**src/rtl/adpll_pkg.sv**
```systemverilog
// Shared definitions for the ring-oscillator ADPLL loop controller:
// mode encoding, default loop gains and the saturating clamp helper.
package adpll_pkg;

    typedef enum logic [1:0] {
        ST_IDLE    = 2'd0,
        ST_ACQUIRE = 2'd1,
        ST_TRACK   = 2'd2,
        ST_HOLD    = 2'd3
    } adpll_state_e;

    // Unity proportional gain (one fractional bit) and 1/8 integral gain (three fractional bits).
    localparam logic [3:0] DEFAULT_KP = 4'd2;
    localparam logic [3:0] DEFAULT_KI = 4'd1;

    function automatic int sat_clamp(input int value, input int lo, input int hi);
        if (value < lo) return lo;
        if (value > hi) return hi;
        return value;
    endfunction

endpackage

```
**src/rtl/adpll_lock_detect.sv**
```systemverilog
// Lock/loss detector: magnitude window compare plus the consecutive-sample
// counters; emits one-cycle lock and loss events the cycle after the sample.
module adpll_lock_detect #(
    parameter int ERROR_WIDTH   = 8,
    parameter int LOCK_THRESH   = 2,
    parameter int LOCK_COUNT    = 16,
    parameter int UNLOCK_THRESH = 8,
    parameter int LOSS_COUNT    = 4
) (
    input  logic                          clk,
    input  logic                          rst_n,
    input  logic                          clear,
    input  logic                          acquire,
    input  logic                          track,
    input  logic                          sample,
    input  logic signed [ERROR_WIDTH-1:0] error,
    output logic                          lock_evt,
    output logic                          loss_evt
);
    import adpll_pkg::*;

    localparam int LOCK_W = $clog2(LOCK_COUNT + 1);
    localparam int LOSS_W = $clog2(LOSS_COUNT + 1);
    localparam logic signed [ERROR_WIDTH-1:0] MOST_NEG = {1'b1, {(ERROR_WIDTH-1){1'b0}}};
    localparam logic [ERROR_WIDTH-1:0] MAG_MAX   = {1'b0, {(ERROR_WIDTH-1){1'b1}}};
    localparam logic [ERROR_WIDTH-1:0] LOCK_TH   = ERROR_WIDTH'(LOCK_THRESH);
    localparam logic [ERROR_WIDTH-1:0] UNLOCK_TH = ERROR_WIDTH'(UNLOCK_THRESH);
    localparam logic [LOCK_W-1:0]      LOCK_LAST = LOCK_W'(LOCK_COUNT - 1);
    localparam logic [LOSS_W-1:0]      LOSS_LAST = LOSS_W'(LOSS_COUNT - 1);

    logic [ERROR_WIDTH-1:0] mag;
    logic                   in_window;
    logic                   miss;
    logic [LOCK_W-1:0]      lock_cnt;
    logic [LOSS_W-1:0]      loss_cnt;

    // The most-negative code has no positive twin, so its magnitude pins to full scale.
    always_comb begin
        if (error == MOST_NEG)      mag = MAG_MAX;
        else if (error[ERROR_WIDTH-1]) mag = ERROR_WIDTH'(-error);
        else                        mag = $unsigned(error);
        in_window = (mag <= LOCK_TH);
        miss      = (mag > UNLOCK_TH);
    end

    always_ff @(posedge clk or negedge rst_n) begin
        if (!rst_n) begin
            lock_cnt <= '0;
            lock_evt <= 1'b0;
        end else begin
            lock_evt <= 1'b0;
            if (clear || !acquire) begin
                lock_cnt <= '0;
            end else if (sample) begin
                if (!in_window) begin
                    lock_cnt <= '0;
                end else if (lock_cnt == LOCK_LAST) begin
                    lock_cnt <= '0;
                    lock_evt <= 1'b1;
                end else begin
                    lock_cnt <= lock_cnt + 1'b1;
                end
            end
        end
    end

    always_ff @(posedge clk or negedge rst_n) begin
        if (!rst_n) begin
            loss_cnt <= '0;
            loss_evt <= 1'b0;
        end else begin
            loss_evt <= 1'b0;
            if (clear || !track) begin
                loss_cnt <= '0;
            end else if (sample) begin
                if (!miss) begin
                    loss_cnt <= '0;
                end else if (loss_cnt == LOSS_LAST) begin
                    loss_cnt <= '0;
                    loss_evt <= 1'b1;
                end else begin
                    loss_cnt <= loss_cnt + 1'b1;
                end
            end
        end
    end

endmodule

```
**src/rtl/ring_adpll_ctrl.sv**
```systemverilog
// Ring-oscillator ADPLL loop controller: mode FSM plus a two-stage PI filter
// with acquisition gain boost, anti-windup and output clamping.
module ring_adpll_ctrl #(
    parameter int ERROR_WIDTH   = 8,
    parameter int DCO_CC_WIDTH  = 6,
    parameter int KP_WIDTH      = 4,
    parameter int KP_FRAC_WIDTH = 1,
    parameter int KI_WIDTH      = 4,
    parameter int KI_FRAC_WIDTH = 3,
    parameter int ACC_WIDTH     = 16,
    parameter int BIAS          = 32,
    parameter int ACQ_SHIFT     = 2,
    parameter int LOCK_THRESH   = 2,
    parameter int LOCK_COUNT    = 16,
    parameter int UNLOCK_THRESH = 8,
    parameter int LOSS_COUNT    = 4
) (
    input  logic                           fpga_clk_i,
    input  logic                           reset_n_i,
    input  logic                           enable_i,
    input  logic                           freeze_i,
    input  logic signed [ERROR_WIDTH-1:0]  error_i,
    input  logic                           error_valid_i,
    input  logic        [KP_WIDTH-1:0]     kp_i,
    input  logic        [KI_WIDTH-1:0]     ki_i,
    output logic        [DCO_CC_WIDTH-1:0] freq_sel_o,
    output logic signed [DCO_CC_WIDTH-1:0] dco_cc_o,
    output logic                           locked_o,
    output logic        [1:0]              state_o,
    output logic                           sat_o
);
    import adpll_pkg::*;

    localparam int PE_WIDTH = ERROR_WIDTH + KP_WIDTH + 1 + ACQ_SHIFT;
    localparam int IE_WIDTH = ERROR_WIDTH + KI_WIDTH + 1 + ACQ_SHIFT;
    localparam int FS_WIDTH = DCO_CC_WIDTH + 2;
    localparam int ACC_MAX  = 2**(ACC_WIDTH-1) - 1;
    localparam int ACC_MIN  = -(2**(ACC_WIDTH-1));
    localparam int DCO_MAX  = 2**(DCO_CC_WIDTH-1) - 1;
    localparam int DCO_MIN  = -(2**(DCO_CC_WIDTH-1));
    localparam int FSEL_MAX = 2**DCO_CC_WIDTH - 1;

    adpll_state_e                state, state_nxt;
    logic                        accept, acq_mode, lock_evt, loss_evt;
    logic                        s1_valid, windup_hold;
    logic signed [PE_WIDTH-1:0]  pe_raw, pe_prod, pe;
    logic signed [IE_WIDTH-1:0]  ie_raw, ie_prod, ie;
    logic signed [ACC_WIDTH-1:0] acc;
    logic signed [FS_WIDTH-1:0]  fsel_diff;
    int                          p_val, acc_new, sum, dco_val, fsel_val;

    // NOTE: non-blocking assignments so every flop samples pre-edge values.
    always_ff @(posedge fpga_clk_i or negedge reset_n_i) begin
        if (!reset_n_i) state <= ST_IDLE;
        else            state <= state_nxt;
    end

    // NOTE: default first so every path assigns state_nxt and no latch is inferred.
    always_comb begin
        state_nxt = state;
        if (!enable_i) begin
            state_nxt = ST_IDLE;
        end else begin
            case (state)
                ST_IDLE:    state_nxt = ST_ACQUIRE;
                ST_ACQUIRE: if (lock_evt) state_nxt = ST_TRACK;
                            else if (freeze_i) state_nxt = ST_HOLD;
                ST_TRACK:   if (loss_evt) state_nxt = ST_ACQUIRE;
                            else if (freeze_i) state_nxt = ST_HOLD;
                ST_HOLD:    if (!freeze_i) state_nxt = locked_o ? ST_TRACK : ST_ACQUIRE;
                default:    state_nxt = ST_IDLE;
            endcase
        end
    end

    always_comb begin
        acq_mode = (state == ST_ACQUIRE);
        accept   = enable_i && !freeze_i && error_valid_i
                   && (state == ST_ACQUIRE || state == ST_TRACK);
        state_o  = state;
    end

    always_comb begin
        pe_raw  = PE_WIDTH'(error_i) * $signed(PE_WIDTH'(kp_i));
        ie_raw  = IE_WIDTH'(error_i) * $signed(IE_WIDTH'(ki_i));
        pe_prod = acq_mode ? (pe_raw <<< ACQ_SHIFT) : pe_raw;
        ie_prod = acq_mode ? (ie_raw <<< ACQ_SHIFT) : ie_raw;
    end

    always_ff @(posedge fpga_clk_i or negedge reset_n_i) begin
        if (!reset_n_i) begin
            s1_valid <= 1'b0;
            pe       <= '0;
            ie       <= '0;
        end else begin
            s1_valid <= accept;
            if (accept) begin
                pe <= pe_prod;
                ie <= ie_prod;
            end
        end
    end

    always_comb begin
        p_val       = int'(pe) >>> KP_FRAC_WIDTH;
        acc_new     = sat_clamp(int'(acc) + int'(ie), ACC_MIN, ACC_MAX);
        sum         = p_val + (acc_new >>> KI_FRAC_WIDTH);
        dco_val     = sat_clamp(sum, DCO_MIN, DCO_MAX);
        fsel_diff   = FS_WIDTH'(BIAS) - FS_WIDTH'(dco_val);
        fsel_val    = sat_clamp(int'(fsel_diff), 0, FSEL_MAX);
        // Freeze the integrator while it pushes further into a clamped correction.
        windup_hold = (sum > DCO_MAX && int'(ie) > 0) || (sum < DCO_MIN && int'(ie) < 0);
    end

    always_ff @(posedge fpga_clk_i or negedge reset_n_i) begin
        if (!reset_n_i) begin
            acc        <= '0;
            dco_cc_o   <= '0;
            freq_sel_o <= DCO_CC_WIDTH'(BIAS);
            sat_o      <= 1'b0;
        end else if (!enable_i) begin
            acc        <= '0;
            dco_cc_o   <= '0;
            freq_sel_o <= DCO_CC_WIDTH'(BIAS);
            sat_o      <= 1'b0;
        end else if (s1_valid) begin
            if (!windup_hold) acc <= ACC_WIDTH'(acc_new);
            dco_cc_o   <= DCO_CC_WIDTH'(dco_val);
            freq_sel_o <= DCO_CC_WIDTH'(fsel_val);
            sat_o      <= (sum != dco_val);
        end
    end

    always_ff @(posedge fpga_clk_i or negedge reset_n_i) begin
        if (!reset_n_i)                             locked_o <= 1'b0;
        else if (!enable_i)                         locked_o <= 1'b0;
        else if (state == ST_ACQUIRE && lock_evt)   locked_o <= 1'b1;
        else if (state == ST_TRACK && loss_evt)     locked_o <= 1'b0;
    end

    adpll_lock_detect #(
        .ERROR_WIDTH  (ERROR_WIDTH),
        .LOCK_THRESH  (LOCK_THRESH),
        .LOCK_COUNT   (LOCK_COUNT),
        .UNLOCK_THRESH(UNLOCK_THRESH),
        .LOSS_COUNT   (LOSS_COUNT)
    ) u_lock_detect (
        .clk     (fpga_clk_i),
        .rst_n   (reset_n_i),
        .clear   (!enable_i),
        .acquire (state == ST_ACQUIRE),
        .track   (state == ST_TRACK),
        .sample  (accept),
        .error   (error_i),
        .lock_evt(lock_evt),
        .loss_evt(loss_evt)
    );

endmodule

```
**config.mk**
```make
export PLATFORM = sky130hd
export DESIGN_NAME = ring_adpll_ctrl
export DESIGN_NICKNAME = d
export VERILOG_FILES = /design/src/rtl/adpll_pkg.sv /design/src/rtl/adpll_lock_detect.sv /design/src/rtl/ring_adpll_ctrl.sv
export SDC_FILE = /design/constraint.sdc
export NUM_CORES = 1
export LEC_CHECK = 0
export BUFFER_PORTS_ARGS = -buffer_cell sky130_fd_sc_hd__buf_2
export CORE_MARGIN = 5
export CORE_UTILIZATION = 49
export CTS_CLUSTER_SIZE = 14
export DETAILED_ROUTE_END_ITERATION = 6
export GPL_ROUTABILITY_DRIVEN = 0
export GPL_TIMING_DRIVEN = 0
export PLACE_DENSITY = 0.68
export SETUP_SLACK_MARGIN = 0.15
export SYNTH_ARGS = -nofsm -noshare
export SYNTH_HDL_FRONTEND = slang
export SYNTH_SLANG_ARGS = --single-unit
```
**constraint.sdc**
```tcl
create_clock -name fpga_clk_i -period 18.4 [get_ports fpga_clk_i]
set_clock_uncertainty 0.2 [all_clocks]
set_input_delay 1.84 -clock fpga_clk_i [delete_from_list [all_inputs] [get_ports fpga_clk_i]]
set_output_delay 1.84 -clock fpga_clk_i [all_outputs]
set_load 0.05 [all_outputs]
```
==> out/metrics.cfg, run 1 <==
[cells_and_area]
nNetsFinal = 1148
syn_to_final_growth_pct = 9.85
drive_gt1_share_pct = 6.84
instances_no_fill = 1225
layout_commonest_cell = inv_1
fin_area_um2 = 8720
diodes = 0
final_cell_mix = inv_1 (121), ha_1 (86), nand2_1 (85)

[floorplan]
initial_utilization_pct = 50.0
io_pins = 37
rows = 46
dieArea_um2 = 18800
die_y_um = 137
die_w_um = 137
core-area_um2 = 15900

[placed_design]
place_hpwl_um = 15000
dp_slack_ps = 10010
placed_cell_area_um2 = 8400
port_buffers = 33
post-place-cells = 1209

[critical_path]
critPathCaptureType = flip-flop
crit_type = flip-flop to flip-flop
cp-startpoint = ie[1]
critPathMaxStageDelay_ps = 560
worstPathRequired_ps = 18430
cp_data_arrival_time_ps = 8530
cp_common_cell = a21oi_1
path_max_fanout = 10
startpoint_type = flip-flop
r2r-start = ie[1]
cp_slowest_cell = or4_1

[yosys]
synthTopCellsByArea = dfrtp_1 (22%), ha_1 (14%), fa_1 (9.3%), inv_1 (5.7%), o21ai_0 (4.7%)
synth.top_cell.area_share_pct = 22.4
synthArstFlopShare_pct = 100
synth-edff-count = 0
synth-seq-cells = 72
ys.flop_type = dfrtp_1
ys_types = 70
yosys.area.top_type = dfrtp_1
yosys_warnings = 0
ys_seq_area_share_pct = 22.7
synthesis.nets = 1103
syn_inst = 959
synthesis.area_um2 = 7940
avgSynthCellArea_um2 = 8.28

[timing]
finalMaxSlewViolations = 0
setup_tns_ps = 0
worst_pin_slew_ps = 639
rsz0062_at_grt = false
finalHoldViolCount = 0
fin_crit_ps = 8500
finalSetupViolCount = 0
maxSlewHeadroom_pct = 57.2
fmax_ghz = 0.118
worst_slack_ps = 9900
holdWs_ps = 261
period_share_pct = 46.2

[power_and_ir_drop]
leakagePower_nw = 4.25
p_per_area_nw_per_um2 = 133
ir_worst_vdd_mv = 0.0882

[grt]
antenna_found_initial = 0
grt_remaining_overflow = 0
grt_pass1_vias = 6366
gr-usage-all-layers_pct = 20.7
grt_max_degree = 57
grt_pass1_wl_um = 31300

[route]
drt_iter0_drc = 394
routed_wl_um = 18600
vias = 6787
firstDrtPassIters = 6
drt_drc_violations_left = 0
via_per_inst = 5.54
ant_nets = 0
wire_per_inst_um = 15.2

[clock_tree]
clk_pin_slew_worst_paths_ps = 60
clockRootBuffer = clkbuf_16
cts.sinks = 72
hold_buffers = 0
cts_tree = built
h-tree-depth = 3
cts_max_path_buffers = 2
cts_buffers = 9
postCtsSetupBuffers = 0
cts_resized = 0
insertion_delay_ps = 340

[hold_path]
holdCritStartpoint = u_lock_detect.loss_cnt[2]
worstHoldPathType = flip-flop to flip-flop

[flow_run]
drv_cap = 0

[run_status]
status = finished clean

-- worst max-delay path: cells and delay by family (launching register included) --
kind / cells / cell delay (ps)
AO/OA/AOI/OAI: 20 / 4900
adder cells (fa/ha/maj): 4 / 1310
AND/OR/NAND/NOR: 4 / 980
flip-flops: 1 / 400
buffers and inverters: 2 / 390
multiplexers: 1 / 200
-- layout make-up --
type,instances,area [um2]
plain buffers,36,153
clock buffers,11,253
clock inverters,5,63.8
fillers,1548,7160
inverters,122,458
multi-input cells,729,5530
flip-flops and latches,72,1800
well taps,216,270
repair buffers,34,195
-- layer usage --
layer | wire, um | GRT usage [%]
met5 | 0 | 0
met4 | 328 | 5.32
met1 | 9180 | 29.5
met3 | 670 | 2.45
met2 | 8450 | 33.4
-- final timing paths --
path	endpoint	slack, ps	cells after the start
setup / recovery	freq_sel_o[2]	9900	31
hold / removal	u_lock_detect.loss_evt	260	1
setup reg to reg	freq_sel_o[2]	9900	31
hold reg to reg	u_lock_detect.loss_evt	260	1
max in group asynchronous	freq_sel_o[5]	16210	2
min in group asynchronous	acc[0]	1180	1
-- flip-flops by register name, indices dropped and copies added (netlist names) --
name                    flops
locked_o                    1
u_lock_detect.loss_cnt      3
state_o                     2
u_lock_detect.loss_evt      1
dco_cc_o                    6
acc                        16
sat_o                       1
s1_valid                    1
u_lock_detect.lock_evt      1
ie                         15
pe                         14
freq_sel_o                  6
u_lock_detect.lock_cnt      5
-- cells in the mapped netlist (all sizes together) (3+ instances only) --
master,number
nor2b,10
o211ai,10
mux2i,17
a22oi,10
o21ai,79
a21o,16
or3,7
fa,37
xnor2,24
o2bb2ai,17
a211o,6
a221oi,3
nand4b,3
dfrtp,71
nand3b,5
or4,4
nand4,3
nand2,85
a21oi,61
o21a,10
a211oi,15
nor3b,4
nand2b,10
and2,47
clkbuf,29
o21bai,7
nor2,53
buf,7
o31ai,3
nor4,8
ha,86
a31oi,15
inv,121
o22ai,3
nor3,15
a41oi,3
xor2,14
nand3,13
-- through the flow --
step	utilization [%]	total power, W
finish	54.9	0.00116
global route	54.9	0.00126
CTS	54.9	0.00115
detailed placement	52.9	0.000961
global placement	52.7	0.000949
floorplan	-	0.000793
-- power breakdown --
| group | switching [W] | internal [W] |
|---|---|---|
| Combinational | 0.000453 | 0.000291 |
| Sequential | 0.0000385 | 0.000190 |
| Clock | 0.0000716 | 0.000113 |
| Total | 0.000563 | 0.000595 |
-- kinds of logic after synthesis --
logic type / count (synthesis) / synth area share (%)
compound gates: 275 / 22.6
xor+xnor: 38 / 4.19
fa+ha+maj: 123 / 22.9
buf+inv: 158 / 7.69
flops: 72 / 22.7
mux: 17 / 2.14
simple gates: 276 / 17.8
Note: power is estimated with default switching activity, not from simulation.
==> run 2, diff against run 1 <==
- clock period: 18.4 -> 8.7 ns (I/O delays scaled with it)
==> out/metrics.cfg, run 2 (same netlist as run 1, synthesis figures left out) <==
[run_status]
status = finished clean

[route]
vias = 6843  ; +0.83%
drt_iter0_drc = 471  ; +20%
drt_drc_violations_left = 0  ; unchanged
wire_per_inst_um = 15.2  ; +0.17%
via_per_inst = 5.58  ; +0.66%
firstDrtPassIters = 7  ; +1
routed_wl_um = 18700  ; +0.34%
ant_nets = 0  ; unchanged

[timing]
fin_crit_ps = 7980  ; -521 ps
finalSetupViolCount = 0  ; unchanged
rsz0062_at_grt = false
maxSlewHeadroom_pct = 58.9  ; +1.7 points
finalMaxSlewViolations = 0  ; unchanged
fmax_ghz = 0.125  ; +6.5%
period_share_pct = 91.7  ; +46 points
worst_pin_slew_ps = 611  ; -28.7 ps
setup_tns_ps = 0  ; unchanged
finalHoldViolCount = 0  ; unchanged

[floorplan]
initial_utilization_pct = 50.0  ; unchanged
die_w_um = 137  ; unchanged
dieArea_um2 = 18800  ; unchanged
core-area_um2 = 15900  ; unchanged
die_y_um = 137  ; unchanged
rows = 46  ; unchanged
io_pins = 37  ; unchanged

[clock_tree]
clockRootBuffer = clkbuf_16
cts_tree = built
cts_max_path_buffers = 2  ; unchanged
cts_buffers = 9  ; unchanged
insertion_delay_ps = 340  ; about the same
h-tree-depth = 3  ; unchanged
clk_pin_slew_worst_paths_ps = 60  ; about the same
cts.sinks = 72  ; unchanged

[cells_and_area]
fillers = 1543  ; -0.32%
seq_area_um2 = 1800  ; unchanged
syn_to_final_growth_pct = 10.5
drive_gt1_share_pct = 7.91  ; +1.1 points
fin_util_pct = 55.2  ; +0.33 points
largest_register_ffs = 16  ; unchanged
nNetsFinal = 1150  ; +0.17%
diodes = 0  ; unchanged
final_cell_mix = inv_1 (121), ha_1 (86), nand2_1 (85)
layout_commonest_cell = inv_1
regMostFlops = acc
top_regs = acc (16), ie (15), pe (14)
multi_input_area_um2 = 5560  ; +0.63%

[grt]
antenna_found_initial = 0  ; unchanged
grt_pass1_wl_um = 31300  ; unchanged
grt_max_degree = 57  ; unchanged
gr-usage-all-layers_pct = 20.7  ; unchanged
grt_remaining_overflow = 0  ; unchanged
grt_pass1_vias = 6366  ; unchanged

[power_and_ir_drop]
p_per_area_nw_per_um2 = 281  ; +110%
ir_worst_vdd_mv = 0.185  ; +110%
leakagePower_nw = 4.28  ; +0.52%

[critical_path]
startpoint_type = flip-flop
worstPathRequired_ps = 8730  ; -9700 ps
path_max_fanout = 10  ; unchanged
critPathMaxStageDelay_ps = 560  ; about the same
cp_common_cell = a21oi_1
cp_slowest_cell = or4_1
path_delay_family = compound AO/OA/AOI/OAI gates
path_buf_inv = 2  ; unchanged
crit_type = flip-flop to flip-flop
cp_data_arrival_time_ps = 8010  ; -520 ps
critPathCaptureType = flip-flop

[placed_design]
place_hpwl_um = 15000  ; unchanged
port_buffers = 33  ; unchanged

[hold_path]
worstHoldPathType = primary input to asynchronous set/reset pin

[flow_run]
drv_cap = 0  ; unchanged

==> run 2: cell count changes in the layout (fill, tap and decap cells not counted), sizes merged <==
cell / delta
buf: +2
==> run 2: through the flow <==
step / setup slack (ps) / hold slack (ps) / std cells / total power (W) / instance area [um2]
2_1_floorplan: 1680 / 217 / 959 / 0.00168 / 7940
3_3_place_gp: 306 / 241 / 1208 / 0.00201 / 8370
3_5_place_dp: 305 / 250 / 1209 / 0.00203 / 8400
4_1_cts: 305 / 207 / 1225 / 0.00244 / 8720
5_1_grt: 141 / 221 / 1227 / 0.00269 / 8770
6_report: 721 / 206 / 1227 / 0.00246 / 8770
==> run 2: worst reg2reg max path: cells and delay by family, from the launching register on <==
kind	cells	cell delay [ps]
adders and majority gates	4	1400
DFF	1	400
muxes	1	200
and+or+nand+nor	4	980
AOI/OAI and AO/OA	20	4330
buffers and inverters	2	370
==> run 2: area by class of cell <==
class | count | area share [%]
clock inverter | 5 | 0.727
buffer | 36 | 1.77
multi-input combinational | 729 | 63.4
clock buffer | 11 | 2.88
timing repair buffer | 36 | 2.40
inverter | 122 | 5.22
tap | 216 | 3.08
sequential | 72 | 20.6
==> run 2: final timing paths <==
path,slack [ps],endpoint,from,depth (start not counted)
setup / recovery,720,freq_sel_o[2],ie[1],31
hold reg to reg,260,u_lock_detect.loss_evt,u_lock_detect.loss_cnt[2],1
setup reg to reg,720,freq_sel_o[2],ie[1],31
min in group fpga_clk_i,260,u_lock_detect.loss_evt,u_lock_detect.loss_cnt[2],1
hold / removal,210,acc[1],reset_n_i,1
max in group asynchronous,7480,freq_sel_o[5],reset_n_i,2
==> run 2: timing repair <==
| action | in CTS | in global routing |
|---|---|---|
| endpoints found under the setup margin | 0 | 5 |
| resized for setup | 0 | 14 |
| hold buffers | 0 | 0 |
| setup buffers | 0 | 2 |
==> run 2: layer usage <==
| metal | global-route usage, % | share of wire, % | wire [um] |
|---|---|---|---|
| met5 | 0 | 0 | 0 |
| met2 | 33.4 | 46 | 8570 |
| met4 | 5.32 | 1.7 | 316 |
| met3 | 2.45 | 3.4 | 628 |
| met1 | 29.5 | 49 | 9180 |
==> run 2: power breakdown <==
part           switching (W)  total, W  internal, W  leakage, nW
Combinational       0.000966   0.00159     0.000622         3.17
Clock               0.000151  0.000391     0.000240        0.152
Sequential         0.0000820  0.000485     0.000403        0.958
==> run 3, diff against run 2 <==
- GPL_TIMING_DRIVEN: 0 -> default
- RECOVER_POWER: default -> 50
==> out/metrics.cfg, run 3 (same netlist as run 1, synthesis figures left out) <==
[route]
ant_nets = 0  ; unchanged
vias = 6668  ; -2.6%
wire_per_inst_um = 15.0  ; -1.8%
routed_wl_um = 17900  ; -4.4%
drt_drc_violations_left = 0  ; unchanged
via_per_inst = 5.58  ; about the same
firstDrtPassIters = 5  ; -2
drt_iter0_drc = 499  ; +5.9%

[timing]
finalSetupViolCount = 0  ; unchanged
setup_tns_ps = 0  ; unchanged
worst_slack_ps = 823  ; +102 ps
fmax_ghz = 0.127  ; +1.3%
fin_crit_ps = 7880  ; -102 ps
period_share_pct = 90.5  ; -1.2 points
maxSlewHeadroom_pct = -160  ; -220 points
finalMaxSlewViolations = 113  ; +113
finalHoldViolCount = 0  ; unchanged
rsz0062_at_grt = false
worst_pin_slew_ps = 3910  ; +3300 ps

[grt]
antenna_found_initial = 0  ; unchanged
met2_usage_pct = 30.7  ; -2.7 points
grt_pass1_wl_um = 30400  ; -2.9%
top_usage_layer = met2
met3_usage_pct = 2.52  ; +0.073 points
gr-usage-all-layers_pct = 19.9  ; -0.73 points
grt_remaining_overflow = 0  ; unchanged
met1_usage_pct = 29.2  ; -0.27 points
grt_pass1_vias = 6289  ; -1.2%
grt_max_degree = 73  ; +28%

[floorplan]
io_pins = 37  ; unchanged
die_y_um = 137  ; unchanged
rows = 46  ; unchanged
dieArea_um2 = 18800  ; unchanged
initial_utilization_pct = 50.0  ; unchanged
core-area_um2 = 15900  ; unchanged
die_w_um = 137  ; unchanged

[power_and_ir_drop]
p_switching_w = 0.00118  ; -1.8%
p_seq_share_pct = 20.0  ; +0.3 points
ir_worst_vdd_mv = 0.141  ; -24%
p_per_area_nw_per_um2 = 282  ; +0.48%
power.internal_w = 0.00123  ; -2.3%
power_frac_clock_pct = 15.2  ; -0.7 points
leakagePower_nw = 4.17  ; -2.6%
swShare_pct = 48.8  ; +0.11 points
combPwrFrac_pct = 64.8  ; +0.4 points

[critical_path]
worstPathRequired_ps = 8730  ; about the same
crit_type = flip-flop to flip-flop
rrSetupSlack_ps = 820  ; +100 ps
path_max_fanout = 9  ; -1
regToRegEndpoint = freq_sel_o[2]
startpoint_type = flip-flop
cp_slowest_cell = or4_1
critPathCaptureType = flip-flop
path_buf_inv = 2  ; unchanged
critPathMaxStageDelay_ps = 550  ; about the same
r2r_cells = 31  ; unchanged
cp_data_arrival_time_ps = 7900  ; -110 ps
r2r-start = ie[1]
path_delay_family = compound AO/OA/AOI/OAI gates

[clock_tree]
clk_pin_slew_worst_paths_ps = 60  ; about the same
insertion_delay_ps = 340  ; about the same
cts_tree = built
clockRootBuffer = clkbuf_16
hold_buffers = 0  ; unchanged
cts_buffers = 9  ; unchanged
h-tree-depth = 3  ; unchanged
cts.sinks = 72  ; unchanged
cts_max_path_buffers = 2  ; unchanged
postCtsSetupBuffers = 0  ; unchanged

[run_status]
status = finished, violations left
violations = capacitance limit, slew limit

[cells_and_area]
fillers = 1560  ; +1.1%
largest_register_ffs = 16  ; unchanged
layout_commonest_cell = inv_1
seq_area_um2 = 1800  ; unchanged
diodes = 0  ; unchanged
syn_to_final_growth_pct = 7.71
drive_gt1_share_pct = 6.13  ; -1.8 points
nNetsFinal = 1118  ; -2.8%
top_regs = acc (16), ie (15), pe (14)
regMostFlops = acc
multi_input_area_um2 = 5530  ; -0.52%
final_cell_mix = inv_1 (121), ha_1 (86), nand2_1 (85)

[placed_design]
port_buffers = 36  ; +9.1%
place_hpwl_um = 14000  ; -6.2%
dp_slack_ps = 758  ; +453 ps

[hold_path]
hold_end = u_lock_detect.loss_evt
hold_depth = 1
holdCritStartpoint = u_lock_detect.loss_cnt[2]
worstHoldPathType = flip-flop to flip-flop

[flow_run]
drv_cap = 2  ; +2

-- run 3: cell count changes in the layout (fill, tap and decap cells not counted), sizes merged --
cell,change
clkbuf,-22
buf,-10
-- run 3: worst max-delay path by stage --
stage                               end  start  slack, ps  depth (start not counted)
after floorplan           freq_sel_o[2]  ie[1]       1680                         31
after global placement    freq_sel_o[2]  ie[1]       1050                         31
after detailed placement  freq_sel_o[2]  ie[1]        760                         31
after CTS                 freq_sel_o[2]  ie[1]        750                         31
after global routing      freq_sel_o[2]  ie[1]        200                         31
final                     freq_sel_o[2]  ie[1]        820                         31
-- run 3: what timing repair did --
action                                 CTS  global route
endpoints found under the hold margin    0             0
setup endpoints to repair                0             1
gates resized for setup                  0             2
-- run 3: layout make-up --
cell class              instances  share of cell area, %
clock buffers                  11                   2.72
flip-flops and latches         72                   21.1
inverters                     122                   5.36
multi-input cells             729                   64.7
clock inverters                 5                  0.658
well taps                     216                   3.16
repair buffers                 40                   2.33
-- run 3: layer usage --
layer	part of all wire (%)	up-vias
li1	-	3382
met1	50	3095
met2	44	161
met3	3.6	30
met4	2.2	0
met5	0	-
-- run 3: through the flow --
stage	utilization (%)	hold WS, ps	total power, W	area (um2)	instances
2_1_floorplan	-	217	0.00168	7940	959
3_3_place_gp	52.1	230	0.00201	8270	1179
3_5_place_dp	52.1	234	0.00201	8270	1179
4_1_cts	53.9	240	0.00240	8560	1195
5_1_grt	53.8	249	0.00264	8550	1195
6_report	53.8	249	0.00241	8550	1195
-- run 3: power groups by stage --
stage / clock network [W] / registers [W] / logic, W
CTS: 0.000375 / 0.000480 / 0.00154
floorplan: 0 / 0.000462 / 0.00121
detailed placement: 0 / 0.000485 / 0.00153
global route: 0.000390 / 0.000490 / 0.00176
global placement: 0 / 0.000484 / 0.00153
finish: 0.000367 / 0.000482 / 0.00156
